===== src/rtl/cpu_pkg.sv =====
// ---------------------------------------------------------------------------
// Module   : cpu_pkg
// Purpose  : Shared constants and helpers for the P5 pipelined MIPS core:
//            instruction width, default reset PC, fetch FSM encoding and
//            a PC increment helper.
// Revision : 1.0 - initial release
// ---------------------------------------------------------------------------
`default_nettype none

package cpu_pkg;

  localparam int          INSTR_W          = 32;
  localparam logic [31:0] PC_RESET_DEFAULT = 32'h0000_3000;

  // Fetch FSM encoding
  localparam logic [1:0]  ST_IDLE = 2'd0;
  localparam logic [1:0]  ST_ADDR = 2'd1;
  localparam logic [1:0]  ST_DATA = 2'd2;

  // PC arithmetic wraps modulo 2^32
  function automatic logic [31:0] pc_add(input logic [31:0] pc, input logic [31:0] step);
    return pc + step;
  endfunction

endpackage

`default_nettype wire


===== src/rtl/fetch_skid_buf.sv =====
// ---------------------------------------------------------------------------
// Module   : fetch_skid_buf
// Purpose  : One-entry instruction/PC holding buffer. Captures a memory
//            response that arrives while the IF/ID register is stalled and
//            releases it when IF/ID is free again. Load has priority.
// Revision : 1.0 - initial release
// ---------------------------------------------------------------------------
`default_nettype none

module fetch_skid_buf
  import cpu_pkg::*;
(
  input  logic               clk,
  input  logic               reset_n,
  input  logic               i_load,
  input  logic               i_drain,
  input  logic [INSTR_W-1:0] i_instr,
  input  logic [31:0]        i_pc,
  output logic               o_valid,
  output logic [INSTR_W-1:0] o_instr,
  output logic [31:0]        o_pc
);

  logic               r_valid;
  logic [INSTR_W-1:0] r_instr;
  logic [31:0]        r_pc;

  // Capture a parked response; clear the flag once it has been handed on
  always_ff @(posedge clk or negedge reset_n) begin
    if (!reset_n) begin
      r_valid <= 1'b0;
      r_instr <= '0;
      r_pc    <= '0;
    end else if (i_load) begin
      r_valid <= 1'b1;
      r_instr <= i_instr;
      r_pc    <= i_pc;
    end else if (i_drain) begin
      r_valid <= 1'b0;
    end
  end

  assign o_valid = r_valid;
  assign o_instr = r_instr;
  assign o_pc    = r_pc;

endmodule

`default_nettype wire


===== src/rtl/fetch_unit.sv =====
// ---------------------------------------------------------------------------
// Module   : fetch_unit
// Purpose  : IF stage plus IF/ID register of the P5 MIPS core. Issues
//            sequential fetches (one outstanding) on a req/ready/rvalid port,
//            parks a response while ID is stalled, and applies ID-stage
//            redirects with single delay-slot semantics.
// Options  : FETCH_PERF_EN adds perf_fetched / perf_stall counters.
// Revision : 1.0 - initial release
// ---------------------------------------------------------------------------
`default_nettype none

module fetch_unit
  import cpu_pkg::*;
#(
  parameter logic [31:0] PC_RESET = PC_RESET_DEFAULT,
  parameter logic [31:0] PC_STEP  = 32'd4
) (
  input  logic               clk,
  input  logic               reset_n,
  input  logic               stall,
  input  logic               redirect,
  input  logic [31:0]        redirect_pc,
  output logic               imem_req,
  output logic [31:0]        imem_addr,
  input  logic               imem_ready,
  input  logic               imem_rvalid,
  input  logic [INSTR_W-1:0] imem_rdata,
  output logic               id_valid,
  output logic [INSTR_W-1:0] id_instr,
  output logic [31:0]        id_pc,
  output logic [31:0]        id_pc8
`ifdef FETCH_PERF_EN
  ,
  output logic [31:0]        perf_fetched,
  output logic [31:0]        perf_stall
`endif
);

  logic [1:0]         r_state;
  logic [31:0]        r_fetch_pc;
  logic [31:0]        r_req_pc;
  logic               r_pend;
  logic [31:0]        r_tgt;
  logic               r_id_valid;
  logic [INSTR_W-1:0] r_id_instr;
  logic [31:0]        r_id_pc;
  logic [31:0]        r_id_pc8;

  logic               w_buf_valid;
  logic [INSTR_W-1:0] w_buf_instr;
  logic [31:0]        w_buf_pc;

  // A response only counts while a request is actually in flight; anything
  // else (e.g. one issued before a reset) is dropped.
  logic w_resp;
  logic w_load_id;
  logic w_buf_load;
  logic w_buf_drain;
  logic w_accept;
  logic w_redir;
  logic w_dslot_unissued;
  logic w_redir_pend;
  logic w_redir_now;
  logic w_pend_eff;
  logic [31:0] w_tgt_eff;

  assign w_resp      = imem_rvalid && (r_state == ST_DATA);
  assign w_load_id   = !stall || !r_id_valid;
  assign w_buf_load  = w_resp && !w_load_id;
  assign w_buf_drain = w_load_id && w_buf_valid;
  assign w_accept    = (r_state == ST_ADDR) && imem_ready;

  // If the delay slot has not been issued yet, the target must wait until it
  // is; otherwise the slot is already in flight or parked, so jump at once.
  assign w_redir          = r_id_valid && !stall && redirect;
  assign w_dslot_unissued = (r_fetch_pc == pc_add(r_id_pc, PC_STEP));
  assign w_redir_pend     = w_redir && w_dslot_unissued;
  assign w_redir_now      = w_redir && !w_dslot_unissued;
  // A redirect landing in the same cycle as the delay-slot accept must steer
  // the very next fetch PC.
  assign w_pend_eff       = r_pend || w_redir_pend;
  assign w_tgt_eff        = w_redir_pend ? redirect_pc : r_tgt;

  assign imem_req  = (r_state == ST_ADDR);
  assign imem_addr = r_fetch_pc;

  fetch_skid_buf u_skid (
    .clk     (clk),
    .reset_n (reset_n),
    .i_load  (w_buf_load),
    .i_drain (w_buf_drain),
    .i_instr (imem_rdata),
    .i_pc    (r_req_pc),
    .o_valid (w_buf_valid),
    .o_instr (w_buf_instr),
    .o_pc    (w_buf_pc)
  );

  // Fetch FSM: issue when nothing is parked, chain straight on when a
  // response goes directly into IF/ID
  always_ff @(posedge clk or negedge reset_n) begin
    if (!reset_n) begin
      r_state <= ST_IDLE;
    end else begin
      case (r_state)
        ST_IDLE: if (!w_buf_valid) r_state <= ST_ADDR;
        ST_ADDR: if (imem_ready)   r_state <= ST_DATA;
        ST_DATA: if (imem_rvalid)  r_state <= w_load_id ? ST_ADDR : ST_IDLE;
        default: r_state <= ST_IDLE;
      endcase
    end
  end

  // Fetch PC, in-flight PC and deferred redirect target
  always_ff @(posedge clk or negedge reset_n) begin
    if (!reset_n) begin
      r_fetch_pc <= PC_RESET;
      r_req_pc   <= PC_RESET;
      r_pend     <= 1'b0;
      r_tgt      <= '0;
    end else if (w_accept) begin
      r_fetch_pc <= w_pend_eff ? w_tgt_eff : pc_add(r_fetch_pc, PC_STEP);
      r_req_pc   <= r_fetch_pc;
      r_pend     <= 1'b0;
    end else begin
      if (w_redir_now) begin
        r_fetch_pc <= redirect_pc;
      end
      if (w_redir_pend) begin
        r_pend <= 1'b1;
        r_tgt  <= redirect_pc;
      end
    end
  end

  // IF/ID register: parked entry first, then a live response, else bubble
  always_ff @(posedge clk or negedge reset_n) begin
    if (!reset_n) begin
      r_id_valid <= 1'b0;
      r_id_instr <= '0;
      r_id_pc    <= '0;
      r_id_pc8   <= 32'd8;
    end else if (w_load_id) begin
      if (w_buf_valid) begin
        r_id_valid <= 1'b1;
        r_id_instr <= w_buf_instr;
        r_id_pc    <= w_buf_pc;
        r_id_pc8   <= pc_add(w_buf_pc, 32'd8);
      end else if (w_resp) begin
        r_id_valid <= 1'b1;
        r_id_instr <= imem_rdata;
        r_id_pc    <= r_req_pc;
        r_id_pc8   <= pc_add(r_req_pc, 32'd8);
      end else begin
        r_id_valid <= 1'b0;
      end
    end
  end

  assign id_valid = r_id_valid;
  assign id_instr = r_id_instr;
  assign id_pc    = r_id_pc;
  assign id_pc8   = r_id_pc8;

`ifdef FETCH_PERF_EN
  logic [31:0] r_perf_fetched;
  logic [31:0] r_perf_stall;

  // Accepted-response and stalled-ID cycle counters, free-running wrap
  always_ff @(posedge clk or negedge reset_n) begin
    if (!reset_n) begin
      r_perf_fetched <= '0;
      r_perf_stall   <= '0;
    end else begin
      if (w_resp)                r_perf_fetched <= r_perf_fetched + 32'd1;
      if (stall && r_id_valid)   r_perf_stall   <= r_perf_stall + 32'd1;
    end
  end

  assign perf_fetched = r_perf_fetched;
  assign perf_stall   = r_perf_stall;
`endif

endmodule

`default_nettype wire

===== config.mk =====
export PLATFORM = sky130hd
export DESIGN_NAME = fetch_unit
export DESIGN_NICKNAME = d
export VERILOG_FILES = /design/src/rtl/cpu_pkg.sv /design/src/rtl/fetch_skid_buf.sv /design/src/rtl/fetch_unit.sv
export SDC_FILE = /design/constraint.sdc
export NUM_CORES = 1
export LEC_CHECK = 0
export CAP_MARGIN = 20
export CORE_MARGIN = 3
export CORE_UTILIZATION = 25
export DETAILED_ROUTE_END_ITERATION = 8
export GPL_TIMING_DRIVEN = 0
export PLACE_DENSITY_LB_ADDON = 0.25
export SYNTH_ARGS = -nofsm -noshare
export SYNTH_HDL_FRONTEND = slang
export SYNTH_SLANG_ARGS = --single-unit

===== constraint.sdc =====
create_clock -name clk -period 5.2 [get_ports clk]
set_input_delay 0.78 -clock clk [delete_from_list [all_inputs] [get_ports clk]]
set_output_delay 0.78 -clock clk [all_outputs]
set_load 0.02 [all_outputs]

## Yosys cells after proc, flatten, opt, wreduce, memory -nomap -nowiden

Index checks and enable logic that the tools add are counted.

- Register bits: 261
- Bits in latches: 0
- RAM bits: 0
- ROM bits: 0
- Input port bits: 70
- Output and inout port bits: 130
- Logic and storage cells: 64
- Memories kept: 0

- $add $sub $neg: 4
- Multiply operators: 0
- Div/mod/pow operators: 0
- Magnitude comparators: 0
- Equality and inequality tests: 6
- Shifts and indexed selects: 0
- Mux-type cells: 21
- Bitwise logic cells: 0
- Reductions and logical operators: 21

Operators by type and width:

| operator | count |
|---|---|
| two-way mux 32 bit | 10 |
| adder 32 x 3 -> 32 bit (second input constant) | 2 |
| adder 32 x 4 -> 32 bit (second input constant) | 2 |
| equality test 32 bit | 1 |
| logical AND 1 bit | 8 |
| nonzero test 2 bit | 4 |
| two-way mux 1 bit | 7 |
| two-way mux 2 bit | 3 |
| case mux 2 bit (3 select lines) | 1 |
| logical NOT 1 bit | 4 |
| inequality test 2 bit (second input constant) | 2 |
| AND reduction 3 bit | 1 |
| equality test 2 x 1 -> 1 bit (second input constant) | 1 |
| equality test 2 bit (second input constant) | 1 |
| logical NOT 2 bit | 1 |
| logical OR 1 bit | 2 |
| inequality test 2 x 1 -> 1 bit (second input constant) | 1 |
| AND reduction 2 bit | 1 |

## Depth between registers and ports, before layout

Gate-level depths: netlist (run 1).

- Word-level depth: 7
- Depth in mapped cells: 16
- Gate-level depth less buffers: 12

## By module

A second synthesis (run 1) with hierarchy kept.

- Cells, all modules: 1320
- Area total of the unflattened synthesis: 13357.8 µm²

By module, submodules not included:

| module | instances | cells each | area each (µm²) | seq. area each (µm²) |
|---|---|---|---|---|
| fetch_unit | 1 | 1182 | 10742.8 | 4835.9 |
| fetch_skid_buf | 1 | 138 | 2615.0 | 1626.6 |

## Worst setup path before layout (run 1)

OpenSTA, ideal clock, no wires.

- Path type: flip-flop to flip-flop
- From: reg u_skid.r_valid, in the netlist u_skid.o_valid
- To: reg r_id_pc8[31], in the netlist id_pc8[31]
- Setup time: 0.127 ns
- Arrival: 3.751 ns
- Required time: 5.073 ns
- Path slack: 1.321 ns
- Cell stages (with the launch flop): 17
- Buffers on the path: 5
- Period minus slack after synthesis: 3.879 ns
- Cell sequence: dfrtp_1 buf_2 buf_1 buf_1 buf_2 buf_2 mux2_2 ha_1 inv_1 a21oi_1 nor2b_1 nand3_1 nor4_1 and2_1 nor4bb_1 xor2_1 o21ai_0

- Cells in the longest elaborated chain, start to end: 2
- Elaborated cells between the ends (all ways): 3
- Classes of those cells: 1 x mux; 2 x reduce/logical

RTL lines:

| item | RTL line | source |
|---|---|---|
| start: declaration | fetch_skid_buf.sv:24 | `logic r_valid;` |
| start signal: assignment | fetch_skid_buf.sv:31 | `r_valid <= 1'b0;` |
| start signal: assignment | fetch_skid_buf.sv:35 | `r_valid <= 1'b1;` |
| start signal: assignment | fetch_skid_buf.sv:39 | `r_valid <= 1'b0;` |
| nonzero test 2 bit (no line) | n/a |  |
| AND reduction 2 bit (no line) | n/a |  |
| end signal: assignment | fetch_unit.sv:148 | `r_id_pc8 <= pc_add(w_buf_pc, 32'd8);` |
| end signal: assignment | fetch_unit.sv:153 | `r_id_pc8 <= pc_add(r_req_pc, 32'd8);` |
| end: declaration | fetch_unit.sv:47 | `logic [31:0] r_id_pc8;` |

Parallel ways exist; a longest one is shown, timed or not.
A chain may end at the register's enable or synchronous reset.

## Worst setup path after layout (run 1)

- From: reg r_id_pc[3], in the netlist id_pc[3]
- To: reg r_fetch_pc[24], in the netlist imem_addr[24]

- Cells in the longest elaborated chain, start to end: 6
- Elaborated cells between the ends (all ways): 10
- Classes of those cells: 1 x add/sub; 1 x eq/ne; 3 x mux; 5 x reduce/logical

RTL lines:

| item | RTL line | source |
|---|---|---|
| start: declaration | fetch_unit.sv:46 | `logic [31:0] r_id_pc;` |
| start signal: assignment | fetch_unit.sv:147 | `r_id_pc <= w_buf_pc;` |
| start signal: assignment | fetch_unit.sv:152 | `r_id_pc <= r_req_pc;` |
| adder 32 x 3 -> 32 bit (*) | cpu_pkg.sv:22 | `return pc + step;` |
| equality test 32 bit (*) | fetch_unit.sv:76 | `assign w_dslot_unissued = (r_fetch_pc == pc_add(r_id_pc, PC_STEP));` |
| logical AND 1 bit | fetch_unit.sv:77 | `assign w_redir_pend = w_redir && w_dslot_unissued;` |
| two-way mux 32 bit / logical OR 1 bit (equally long branches) | n/a |  |
| two-way mux 32 bit | fetch_unit.sv:122 | `r_fetch_pc <= w_pend_eff ? w_tgt_eff : pc_add(r_fetch_pc, PC_STEP);` |
| two-way mux 32 bit | fetch_unit.sv:121 | `end else if (w_accept) begin` |
| end signal: assignment | fetch_unit.sv:122 |  |
| end signal: assignment | fetch_unit.sv:127 | `r_fetch_pc <= redirect_pc;` |
| end: declaration | fetch_unit.sv:40 | `logic [31:0] r_fetch_pc;` |

Every way passes the cells marked *; elsewhere a longest branch is shown, timed or not.

==> key figures, run 1 <==
Global route
  • Vias in the first global route: 11600
  • Global-route wire length before repair: 72.1 mm
  • Initial antenna violation count: 0
  • Pin count of the biggest net entering global routing: 99
  • GR Overflow Total: 0
  • Total track usage: 16.5%

CTS
  • Clk sinks: 258
  • Number of hold buffers added after cts: 0
  • TritonCTS clock tree: built
  • CTS Buf Count: 34
  • Postcts setup bufs: 0
  • H-tree Lvls: 2
  • Clock edge transition at the registers on the reported setup and hold paths: 50 ps
  • Skew-Pair Late Insertion Delay: 540 ps
  • Root Driver: clkbuf_16
  • CTS max path bufs: 3
  • Post_cts resized: 2

Logic synthesis
  • Area share of the largest cell type after synthesis: 46.9%
  • Leading area contributor after synthesis: dfrtp_1
  • Mapped Area: 13500 um^2
  • Flops & latches, synth: 258
  • Main synth FF type: dfrtp_1
  • Post-synth top cells: dfrtp_1 (253), nand2_1 (230), o21ai_0 (119)
  • Synth cell types: 72
  • Number of synthesized flops with an enable pin: 0
  • Syn Nets: 1429
  • Top-count cell post-synth: dfrtp_1
  • Syn Inst Count: 1356
  • Async S/R FF share, synth: 100%
  • Post-Syn Area per Cell: 9.95 um^2
  • Register area share after synthesis: 47.9%
  • Ys Warns: 0
  • Top post-synthesis cells by area: dfrtp_1 (47%), mux2_2 (8.4%), nand2_1 (6.4%)

Power and ir drop
  • Max rail drop VDD: 0.000229 V
  • Static Leak: 7.29 nW
  • Power Total: 10.0 mW
  • Pwr/cell area: 570 nW/um^2

Critical path
  • CP required: 5580 ps
  • CP max FO: 10
  • CP Class: reg -> reg
  • Crit path DAT: 5180 ps
  • CP max-delay cell: nor4_1
  • CP Launch Type: flop
  • CP max stage delay: 670 ps
  • Crit-path cells: ha_1 > nand4_4 > nor4_1 > a31oi_1 > nor4_1 > nand4_2 > nor4_4 > o21ai_0 > o21ai_0 > o221ai_1
  • Worst setup EP type: flop

Finish
  • Area of the multi-input gates: 6530 um^2
  • Inserted Diodes: 0
  • Share of layout cells above drive strength 1: 13.3%
  • Area growth from synthesis to layout: 30.0%
  • Post-route cell area: 17500 um^2
  • Fillcell total: 5463
  • Final nets: 1667
  • Reg area: 6460 um^2

Floorplan
  • Core area: 53000 um^2
  • Rows: 84
  • Io pins: 200
  • Initial Util: 25.5%
  • Die height: 238 um
  • Die area: 56800 um^2
  • Die W: 238 um

Drt
  • Drt via density: 4.98
  • # DRC: 0
  • Antenna viol nets, final: 0
  • Wire per inst: 20.5 um
  • Via count: 11500
  • Initial DRC count: 750
  • Drt pass-1 iters: 5
  • Final wirelength: 47.3 mm

STA
  • Fmax: 208 MHz
  • Final hold viol count: 0
  • Slew Limit Fails: 0
  • Max_slew headroom: 32.8%
  • Final worst setup slack: 397 ps
  • Finish-stage setup viols: 0
  • RSZ-0062 raised after global routing: no
  • Minimum clock period after layout: 4800 ps
  • Slew @ Worst Pin: 1010 ps
  • Clock Skew: 28.2 ps
  • TNS Setup: 0 ps
  • Final period utilization: 92.4%

Flow run
  • MaxCap Viol Count: 0

Placement
  • RePlAce Congestion: 0.850
  • Worst slack at placement: -415 ps
  • Detailed Place HPWL: 35.5 mm
  • DP Area: 16500 um^2
  • Port Buffers: 199

Status
  • Status: complete, no violations

Min path
  • Hold Path Class: in -> async
==> registers in the layout, summed over array words and instances, names as in the netlist <==
register / flops
r_tgt: 32
id_pc: 32
id_instr: 32
u_skid.o_pc: 32
r_req_pc: 32
id_valid: 1
u_skid.o_valid: 1
imem_addr: 32
u_skid.o_instr: 32
r_state: 2
r_pend: 1
id_pc8: 29
==> cells in the final DEF (no fill, tap or decap), types with 7 or more instances in the layout <==
master,n
mux2i_1,63
a31oi_1,28
inv_1,15
nor2b_1,8
clkdlybuf4s50_1,198
xnor2_1,37
nand2_1,230
nand3_1,39
buf_4,13
o211ai_1,18
buf_1,10
buf_2,14
clkbuf_16,35
nand4_1,11
clkbuf_1,69
o221ai_1,8
and4_1,10
a32oi_1,10
nor4_1,12
a21oi_1,26
o21ai_0,119
mux2_2,101
dfrtp_1,253
and2_1,7
nor2_1,36
xor2_1,25
and3_1,31
nor3_1,26
a21boi_0,19
nand3b_1,17
==> stage by stage <==
stage,hold slack [ps],utilization (%),cells
3_3_place_gp,468,30.9,2243
4_1_cts,244,33.1,2307
6_report,204,33.1,2306
5_1_grt,252,33.1,2306
2_1_floorplan,454,-,1356
3_5_place_dp,473,31.1,2247
==> power breakdown <==
| part | total [mW] | switching (mW) | leakage (nW) | internal [mW] |
|---|---|---|---|---|
| sequential | 3.52 | 0.772 | 3.39 | 2.75 |
| clock | 2.30 | 0.919 | 0.535 | 1.38 |
| combinational | 4.19 | 2.37 | 3.37 | 1.82 |
| total | 10.0 | 4.06 | 7.29 | 5.95 |
==> worst max-delay path, delay by kind of cell, from the launching register on <==
family                     cells  cell delay, ps
AOI/OAI and AO/OA              4            1100
adders and majority gates      1             380
DFF                            1             560
and+or+nand+nor                5            2590
==> final timing paths <==
kind | slack (ps) | to | cells after the start | startpoint
setup / recovery | 400 | imem_addr[24] | 10 | id_pc[3]
hold / removal | 200 | r_tgt[27] | 1 | reset_n
setup reg to reg | 400 | imem_addr[24] | 10 | id_pc[3]
hold reg to reg | 480 | id_pc8[12] | 2 | id_pc8[12]
max in group asynchronous | 3940 | id_pc8[10] | 2 | reset_n
min in group clk | 480 | id_pc8[12] | 2 | id_pc8[12]
==> cell type report <==
cell class              instances  area share (%)
clock inverters                 8           0.499
plain buffers                  99            2.60
well taps                     688            4.91
repair buffers                203            11.9
clock buffers                  52            5.70
multi-input cells             983            37.2
inverters                      15           0.321
flip-flops and latches        258            36.8
==> routing by layer <==
layer / track usage [%] / routed length [um] / up-vias
met5: 0 / 0 / -
met4: 4.23 / 1000 / 0
met3: 3.79 / 2720 / 56
met2: 26.8 / 22100 / 308
met1: 22.3 / 21500 / 5765
li1: - / - / 5357
==> cell families (layout without fill, tap and decap cells) <==
| logic type | count (synthesis) | count (layout) | share of synthesized area [%] |
|---|---|---|---|
| compound gates | 289 | 289 | 13.7 |
| mux | 164 | 164 | 13.1 |
| buf+inv | 115 | 377 | 3.81 |
| simple gates | 465 | 465 | 17.2 |
| flops | 258 | 258 | 47.9 |
| fa+ha+maj | 3 | 3 | 0.278 |
| xor+xnor | 62 | 62 | 4.02 |
(Power assumes the default switching activity.)
==> inputs of run 2 (changes only) <==
DONT_BUFFER_PORTS = 1   (was default)
HOLD_SLACK_MARGIN = 0.15   (was default)
SYNTH_HIERARCHICAL = 1   (was default)
==> key figures, run 2 <==
CTS
  • CTS Buf Count: 31 (-8.8%)
  • Root Driver: clkbuf_16
  • Clk sinks: 258 (unchanged)
  • Clock edge transition at the registers on the reported setup and hold paths: 60 ps (about the same)
  • CTS max path bufs: 3 (unchanged)
  • TritonCTS clock tree: built
  • Skew-Pair Late Insertion Delay: 590 ps (+50 ps)
  • H-tree Lvls: 1 (-1)

Drt
  • Wire per inst: 21.8 um (+6.4%)
  • Drt pass-1 iters: 6 (+1)
  • Via count: 10200 (-11%)
  • Final wirelength: 45.1 mm (-4.7%)
  • # DRC: 0 (unchanged)
  • Drt via density: 4.95 (-0.70%)
  • Antenna viol nets, final: 0 (unchanged)
  • Initial DRC count: 850 (+13%)

Floorplan
  • Die area: 56200 um^2 (-1.0%)
  • Io pins: 200 (unchanged)
  • Die height: 237 um (-0.50%)
  • Die W: 237 um (-0.50%)
  • Core area: 52800 um^2 (-0.40%)
  • Rows: 84 (unchanged)
  • Initial Util: 25.3% (-0.16 points)

Logic synthesis
  • Number of synthesized flops with an enable pin: 0 (unchanged)
  • Main synth FF type: dfrtp_1
  • Post-synth top cells: dfrtp_1 (253), nand2_1 (241), o21ai_0 (126)
  • Mapped Area: 13400 um^2 (-1.0%)
  • Syn Inst Count: 1320 (-2.7%)
  • Synth cell types: 67 (-6.9%)
  • Top-count cell post-synth: dfrtp_1
  • Flops & latches, synth: 258 (unchanged)
  • Async S/R FF share, synth: 100% (unchanged)
  • Ys Warns: 6 (+6)
  • Leading area contributor after synthesis: dfrtp_1
  • Area share of the largest cell type after synthesis: 47.4% (+0.49 points)
  • Post-Syn Area per Cell: 10.1 um^2 (+1.7%)
  • Top post-synthesis cells by area: dfrtp_1 (47%), nand2_1 (6.8%), mux2_4 (5.5%)
  • Syn Nets: 1393 (-2.5%)
  • Register area share after synthesis: 48.4% (+0.50 points)

Critical path
  • FF-to-FF End: id_pc8[31]
  • Reg2Reg Setup Slack: 340 ps (-60 ps)
  • Depth of the most critical reg-to-reg path: 15 (+5)
  • End of the critical path: id_pc8[31]
  • Crit path DAT: 5310 ps (+130 ps)
  • Crit path from: u_skid/o_valid
  • CP delay by family, top: buffers and inverters
  • CP max FO: 10 (unchanged)
  • CP Launch Type: flop
  • Worst path bufs/invs: 5 (+5)
  • Worst setup EP type: flop
  • Crit-path cells: clkbuf_2 > clkbuf_2 > clkbuf_4 > buf_2 > mux2_2 > ha_1 > inv_1 > a211oi_1 > and3b_1 > nor2b_1 > nor2b_2 > nand2_1 > nor3_2 > xor2_1 > o21ai_0
  • CP Class: reg -> reg
  • CP required: 5650 ps (+70 ps)
  • Cell seen most often among critical-path stages: clkbuf_2
  • Worst R2R Start: u_skid/o_valid
  • CP Depth: 15 (+5)
  • CP max-delay cell: dfrtp_1
  • CP max stage delay: 630 ps (-40 ps)

Global route
  • Initial antenna violation count: 2 (+2)
  • Global-route wire length before repair: 67.1 mm (-7.0%)
  • Total track usage: 15.6% (-0.93 points)
  • Vias in the first global route: 10000 (-13%)
  • Pin count of the biggest net entering global routing: 259 (+160%)
  • GR Overflow Total: 0 (unchanged)

Finish
  • Final non-filler cell total: 2065 (-10%)
  • Commonest non-fill, non-tap cell in the layout: dfrtp_1
  • Share of layout cells above drive strength 1: 14.3% (+1.0 points)
  • Most frequent cells in the layout: dfrtp_1 (253), nand2_1 (241), o21ai_0 (126)
  • Final nets: 1425 (-15%)
  • Area growth from synthesis to layout: 14.4%

Power and ir drop
  • Max rail drop VDD: 0.000310 V (+35%)
  • Static Leak: 6.44 nW (-12%)
  • Pwr/cell area: 618 nW/um^2 (+8.4%)

Placement
  • RePlAce Congestion: 0.834 (-1.8%)
  • Detailed Place HPWL: 32.7 mm (-7.7%)
  • Inst Count DP: 2008 (-11%)
  • Port Buffers: 0 (-100%)

STA
  • Final period utilization: 93.5% (+1.1 points)
  • Final hold viol count: 104 (+104)
  • Slew Limit Fails: 0 (unchanged)
  • Fmax: 206 MHz (-1.2%)
  • Minimum clock period after layout: 4860 ps (+57.4 ps)
  • Clock Skew: 20.6 ps (-7.63 ps)
  • Slew @ Worst Pin: 1080 ps (+68.0 ps)
  • Max_slew headroom: 28.2% (-4.7 points)
  • RSZ-0062 raised after global routing: no
  • Min Hold Slack: -82.0 ps (-286 ps)
  • Finish-stage setup viols: 0 (unchanged)
  • TNS Setup: 0 ps (unchanged)

Status
  • Status: complete, but fails checks
  • Failing checks: negative hold slack

Min path
  • Hold Path Class: in -> async

Flow run
  • MaxCap Viol Count: 0 (unchanged)
[run 2: kinds of logic after synthesis]
family	synth area share, %
AO/OA/AOI/OAI	11.3
AND/OR/NAND/NOR	15.8
XOR/XNOR	5.38
buffers and inverters	3.75
flip-flops	48.4
multiplexers	15.1
adder cells (fa/ha/maj)	0.281
[run 2: worst min path at each step]
stage | slack [ps] | startpoint | end | cells past startpoint
floorplan | 450 | u_skid/o_valid | u_skid/o_valid | 1
global placement | 490 | r_req_pc[27] | r_req_pc[27] | 2
detailed placement | 480 | u_skid/o_valid | u_skid/o_valid | 1
CTS | -130 | reset_n | id_instr[2] | 0
global route | -120 | reset_n | id_pc8[7] | 0
finish | -80 | reset_n | id_pc8[7] | 0
[run 2: report_power, final]
group,switching (mW),total (mW),internal [mW]
combinational,1.78,3.01,1.22
sequential,1.47,4.17,2.70
clock,0.897,2.27,1.37
[run 2: timing repair]
item / CTS / global route
hold endpoints to repair: 258 / 253
setup endpoints to repair: 6 / 2
pin swaps: 0 / 0
setup buffers: 0 / 0
gates resized for setup: 4 / 1
[run 2: area by class of cell]
type                       instances  area [um^2]
clock buffer                      50          937
buffer                            87          415
tap                              688          861
clock inverter                     7          120
fill                            5555        37500
multi-input combinational        951         6400
inverter                          23         86.3
antenna                            1         2.50
sequential                       258         6460
[run 2: stage by stage]
step / setup slack [ps] / utilization [%] / cell area (um^2) / total power [mW]
after floorplan: 1270 / - / 13400 / 6.01
after CTS: 153 / 29.0 / 15300 / 9.58
after detailed placement: -844 / 26.9 / 14200 / 7.26
after global routing: 6.66 / 29.0 / 15300 / 10.1
after global placement: -898 / 26.9 / 14200 / 7.20
final: 339 / 29.0 / 15300 / 9.45
[run 2: routing by layer]
layer	track usage, %	wire length [um]	up-vias
met2	24.8	20200	336
met1	20.4	19600	5078
met3	4.90	3830	84
met5	0	13	-
li1	-	-	4714
met4	4.59	1510	2
